===== src/rtl/divider_pkg.sv =====
// Shared types and defaults for the product divider: FSM states, widths and
// the quotient value reported on divide by zero.
package divider_pkg;

    localparam int unsigned DW_DEF = 16;
    localparam int unsigned SW_DEF = 8;

    localparam logic [DW_DEF-1:0] Q_SAT = '1;

    typedef enum logic [1:0] {
        IDLE = 2'd0,
        BUSY = 2'd1,
        DONE = 2'd2
    } state_t;

endpackage


===== src/rtl/div_step.sv =====
// One combinational restoring-division stage: shift in a dividend bit,
// conditionally subtract the divisor and emit the quotient bit.
module div_step
    import divider_pkg::*;
#(
    parameter int unsigned SW = SW_DEF
) (
    input  logic [SW:0]   r_in,
    input  logic          bit_in,
    input  logic [SW-1:0] divisor,
    output logic [SW:0]   r_out,
    output logic          q_bit
);

    logic [SW:0] r_shift;
    logic [SW:0] d_ext;

    always_comb begin
        r_shift = {r_in[SW-1:0], bit_in};
        d_ext   = {1'b0, divisor};
        q_bit   = 1'b0;
        r_out   = r_shift;
        if (r_shift >= d_ext) begin
            q_bit = 1'b1;
            r_out = r_shift - d_ext;
        end
    end

endmodule


===== src/rtl/product_divider.sv =====
// Iterative unsigned divider: recovers a multiplier factor from a 16-bit
// product and one of two selectable divisors, one quotient bit per cycle.
module product_divider
    import divider_pkg::*;
#(
    parameter int unsigned DW = DW_DEF,
    parameter int unsigned SW = SW_DEF
) (
    input  logic          clk,
    input  logic          rst,
    input  logic          in_valid,
    output logic          in_ready,
    input  logic [DW-1:0] dividend,
    input  logic [SW-1:0] divisorA,
    input  logic [SW-1:0] divisorC,
    input  logic          sel,
    output logic          out_valid,
    input  logic          out_ready,
    output logic [DW-1:0] quotient,
    output logic [SW-1:0] remainder,
    output logic          div_by_zero
);

    localparam int unsigned CW = $clog2(DW) + 1;

    state_t        state;
    state_t        state_next;
    logic          accept;
    logic          last_step;
    logic          zero_div;
    logic [SW-1:0] div_sel;

    // dvd doubles as the quotient shift register: dividend bits leave at
    // the top while quotient bits enter at the bottom.
    logic [DW-1:0] dvd;
    logic [SW-1:0] dvs;
    logic [SW:0]   rem_r;
    logic [CW-1:0] cnt;

    logic [SW:0]   r_out;
    logic          q_bit;

    div_step #(.SW(SW)) u_step (
        .r_in    (rem_r),
        .bit_in  (dvd[DW-1]),
        .divisor (dvs),
        .r_out   (r_out),
        .q_bit   (q_bit)
    );

    // Next-state and control strobes
    always_comb begin
        state_next = state;
        accept     = 1'b0;
        last_step  = 1'b0;
        div_sel    = sel ? divisorA : divisorC;
        zero_div   = (div_sel == '0);
        case (state)
            IDLE: begin
                if (in_valid) begin
                    accept     = 1'b1;
                    state_next = zero_div ? DONE : BUSY;
                end
            end
            BUSY: begin
                if (cnt == CW'(DW - 1)) begin
                    last_step  = 1'b1;
                    state_next = DONE;
                end
            end
            DONE: begin
                if (out_ready) begin
                    state_next = IDLE;
                end
            end
            default: state_next = IDLE;
        endcase
    end

    // State, datapath and registered outputs
    always_ff @(posedge clk) begin
        if (rst) begin
            state       <= IDLE;
            in_ready    <= 1'b1;
            out_valid   <= 1'b0;
            quotient    <= '0;
            remainder   <= '0;
            div_by_zero <= 1'b0;
            dvd         <= '0;
            dvs         <= '0;
            rem_r       <= '0;
            cnt         <= '0;
        end else begin
            state     <= state_next;
            in_ready  <= (state_next == IDLE);
            out_valid <= (state_next == DONE);

            if (accept) begin
                dvd         <= dividend;
                dvs         <= div_sel;
                rem_r       <= '0;
                cnt         <= '0;
                div_by_zero <= zero_div;
                if (zero_div) begin
                    quotient  <= DW'(Q_SAT);
                    remainder <= dividend[SW-1:0];
                end
            end

            if (state == BUSY) begin
                rem_r <= r_out;
                dvd   <= {dvd[DW-2:0], q_bit};
                cnt   <= cnt + CW'(1);
                if (last_step) begin
                    quotient  <= {dvd[DW-2:0], q_bit};
                    remainder <= r_out[SW-1:0];
                end
            end
        end
    end

endmodule

===== config.mk =====
export PLATFORM = sky130hd
export DESIGN_NAME = product_divider
export DESIGN_NICKNAME = d
export VERILOG_FILES = /design/src/rtl/divider_pkg.sv /design/src/rtl/div_step.sv /design/src/rtl/product_divider.sv
export SDC_FILE = /design/constraint.sdc
export NUM_CORES = 1
export LEC_CHECK = 0
export CORE_ASPECT_RATIO = 0.7
export CORE_UTILIZATION = 37
export CTS_CLUSTER_SIZE = 40
export DETAILED_ROUTE_END_ITERATION = 10
export PLACE_DENSITY = 0.75
export SYNTH_ARGS = -nofsm -noshare
export SYNTH_HDL_FRONTEND = slang
export SYNTH_SLANG_ARGS = --single-unit
export TNS_END_PERCENT = 50

===== constraint.sdc =====
create_clock -name clk -period 2 [get_ports clk]
set_input_delay 0.4 -clock clk [delete_from_list [all_inputs] [get_ports clk]]
set_output_delay 0.4 -clock clk [all_outputs]
set_load 0.01 [all_outputs]

==> impl_metrics.env, run 1 <==
export IMPL_portBuffers=63
export IMPL_vdd_drop_max_v=0.000452
export IMPL_yosysUniqueCellTypes=52
export IMPL_synth_fp_nets=400
export IMPL_yosysWarnings=0
export IMPL_final_cell_mix="dfxtp_1 (64), clkdlybuf4s50_1 (55), nor2_1 (41)"
export IMPL_r2r_slack_ns=0.05
export IMPL_worstRegToRegCells=8
export IMPL_path_clk_slew_ns=0.06
export IMPL_min_period_over_period_pct=97.5
export IMPL_place_ws_ns=-0.454
export IMPL_seq_area_frac_synth_pct=41.1
export IMPL_wl_met1_um=4340
export IMPL_async_flop_share_pct=0
export IMPL_final_common_cell="dfxtp_1"
export IMPL_fin_skew_ns=0.00706
export IMPL_netlist_instances=352
export IMPL_setup_violations=0
export IMPL_rsz0062_at_grt="true"
export IMPL_grt_pass1_vias=2935
export IMPL_timing_final_crit_period_ns=1.95
export IMPL_synth_top_flop_cell="dfxtp_1"
export IMPL_via_per_inst=5.32
export IMPL_die_area_mm2=0.00907
export IMPL_grt_pass1_wl_um=14300
export IMPL_cts_tree="yes"
export IMPL_hold_end="remainder[5]"
export IMPL_initialDrtViolationCount=192
export IMPL_overflow=0
export IMPL_dieHeight_um=80.0
export IMPL_crit_fanout=5
export IMPL_cts_hold_buf=0
export IMPL_fin_nets=488
export IMPL_multiInputGateArea_mm2=0.00184
export IMPL_met2_length_um=3840
export IMPL_min_path_cells=2
export IMPL_rows=28
export IMPL_outcome="complete, no violations"
export IMPL_antenna_found_initial=0
export IMPL_drt_total_wl_um=8920
export IMPL_slew_headroom_pct=69.9
export IMPL_syn_area_per_cell_um2=9.13
export IMPL_slew_viol_final=0
export IMPL_crit_path_top_delay_cell="ha_1"
export IMPL_start_kind="flip-flop"
export IMPL_tightest_slew_ns=0.451
export IMPL_fin_area_mm2=0.00464
export IMPL_critPathKind="flip-flop to flip-flop"
export IMPL_root_buffer="clkbuf_16"
export IMPL_power_density_mw_per_mm2=822
export IMPL_regArea_mm2=0.00133
export IMPL_clk_latency_ns=0.33
export IMPL_drive_gt1_share_pct=22.9
export IMPL_syn_cell_area_mm2=0.00321
export IMPL_h_tree_depth=3
export IMPL_wl_met3_um=627
export IMPL_grt_max_degree=24
export IMPL_core_area_mm2=0.00844
export IMPL_p_leak_nw=1.74
export IMPL_r2r_end="rem_r[5]"
export IMPL_utilization_pct=55.0
export IMPL_drt_pass1_iterations=5
export IMPL_cts_buffers=9
export IMPL_fp_dieW_um=113
export IMPL_cp_required_ns=2.24
export IMPL_clock_sinks=66
export IMPL_fmax_ghz=0.513
export IMPL_worstHoldStart="rst"
export IMPL_cts_buffer_depth=2
export IMPL_num_fill_cells=732
export IMPL_place_congestion=0.918
export IMPL_placed_area_mm2=0.00416
export IMPL_dr_max_layer_used="met4"
export IMPL_num_vias=3007
export IMPL_wire_per_inst_um=15.8
export IMPL_area_growth_syn_to_layout_pct=44.4
export IMPL_n_antenna_cell=0
export IMPL_ios=64
export IMPL_track_usage_pct=20.7
export IMPL_start_util_pct=38.1
export IMPL_cp_arrival_ns=2.19
export IMPL_critPathMaxStageDelay_ns=0.36
export IMPL_ant_nets=0
export IMPL_synth_edf_count=0
export IMPL_ys_seq_elements=66
export IMPL_hold_path_class="input pin to flip-flop"
export IMPL_hpwl_um=6270
export IMPL_max_cap_violations=0
export IMPL_worst_slack_ns=0.0498
export IMPL_crit_chain="inv_1 > ha_1 > o21ai_1 > a21oi_2 > o21a_1 > o21ai_0 > o311ai_2 > a211oi_1"
export IMPL_hold_violations=0
export IMPL_crit_path_end_kind="flip-flop"
export IMPL_drcViolationCount=0
export IMPL_r2r_start="dvs[2]"
-- state kept, by name, indices dropped and copies added (netlist names) --
name,cells
dvs,8
rem_r,8
cnt,5
dvd,16
remainder,8
out_valid,1
in_ready,1
state,2
quotient,16
div_by_zero,1
-- cell type report --
class                   count  share of cell area, %
flip-flops and latches     66                   28.6
multi-input cells         233                   39.6
clock buffers              10                   4.93
clock inverters             6                  0.944
repair buffers            100                   20.3
well taps                 120                   3.24
inverters                  30                   2.43
-- cells in the mapped netlist, drive strengths merged, types with 9 or more instances --
cell type / number / share of area, %
o21ai: 13 / 2.0
ha: 10 / 3.9
a221oi: 19 / 5.2
inv: 29 / 3.4
mux2i: 15 / 4.7
nand2: 9 / 1.3
clkbuf: 15 / 1.8
buf: 9 / 1.6
a21oi: 21 / 3.5
a211oi: 28 / 7.9
nor2: 41 / 4.8
dfxtp: 66 / 41
o2bb2ai: 16 / 4.4
-- how the worst max path moves through the flow --
stage / from / to / cells after the start
after global routing: dvs[2] / remainder[5] / 8
after global placement: divisorA[2] / quotient[10] / 7
after floorplan: dvd[15] / remainder[6] / 10
after CTS: dvs[0] / rem_r[6] / 9
after detailed placement: divisorA[2] / quotient[11] / 7
final: dvs[2] / rem_r[5] / 8
-- power by group --
part | total (W) | switching, W | leakage [nW] | internal, W
Sequential | 0.00142 | 0.0000342 | 0.540 | 0.00139
Clock | 0.00142 | 0.000580 | 0.132 | 0.000839
Combinational | 0.000975 | 0.000514 | 1.07 | 0.000461
-- logic make-up after synthesis --
kind of cell,after synthesis,synth area share (%)
AO/OA/AOI/OAI,117,27.8
XOR/XNOR,4,1.09
adder cells (fa/ha/maj),11,4.52
buffers and inverters,54,6.85
flip-flops,66,41.1
multiplexers,16,5.02
AND/OR/NAND/NOR,84,13.6
-- routing by layer --
metal / track usage (%) / up-vias
met1: 29.0 / 1405
li1: - / 1479
met2: 30.8 / 110
met4: 6.32 / 0
met5: 0 / -
met3: 5.24 / 13
-- worst max-delay path, delay by kind of cell (launching register included) --
family / cells / cell delay [ns]
compound gates: 6 / 1.11
fa+ha+maj: 1 / 0.36
flops: 1 / 0.33
buf+inv: 1 / 0.07
-- stage by stage --
stage	hold WS [ns]	total power, W	setup TNS (ns)	cells
after CTS	0.456	0.00376	-0.00466	564
after global routing	0.474	0.00399	-0.146	565
final	0.449	0.00381	0	565
after global placement	0.473	0.00226	-9.48	546
after detailed placement	0.480	0.00228	-10.65	546
after floorplan	0.457	0.00194	0	352
-- repair_timing --
| item | CTS | global route |
|---|---|---|
| buffers inserted | 1 | 1 |
| pin swaps | 12 | 17 |
| resized for setup | 24 | 25 |
| cloned | 1 | 0 |
| setup endpoints to repair | 26 | 32 |
No activity file was read; power rests on OpenSTA's default activity.
==> run 2, diff against run 1 <==
--- a/config.mk
+++ b/config.mk
@@ -7,7 +7,6 @@
 export LEC_CHECK = 0
 export CORE_ASPECT_RATIO = 0.7
 export CORE_UTILIZATION = 37
-export CTS_CLUSTER_SIZE = 40
 export DETAILED_ROUTE_END_ITERATION = 10
 export PLACE_DENSITY = 0.75
 export SYNTH_ARGS = -nofsm -noshare
==> results of run 2 <==
Same layout as run 1: the final DEF is identical, and so are final timing and power.
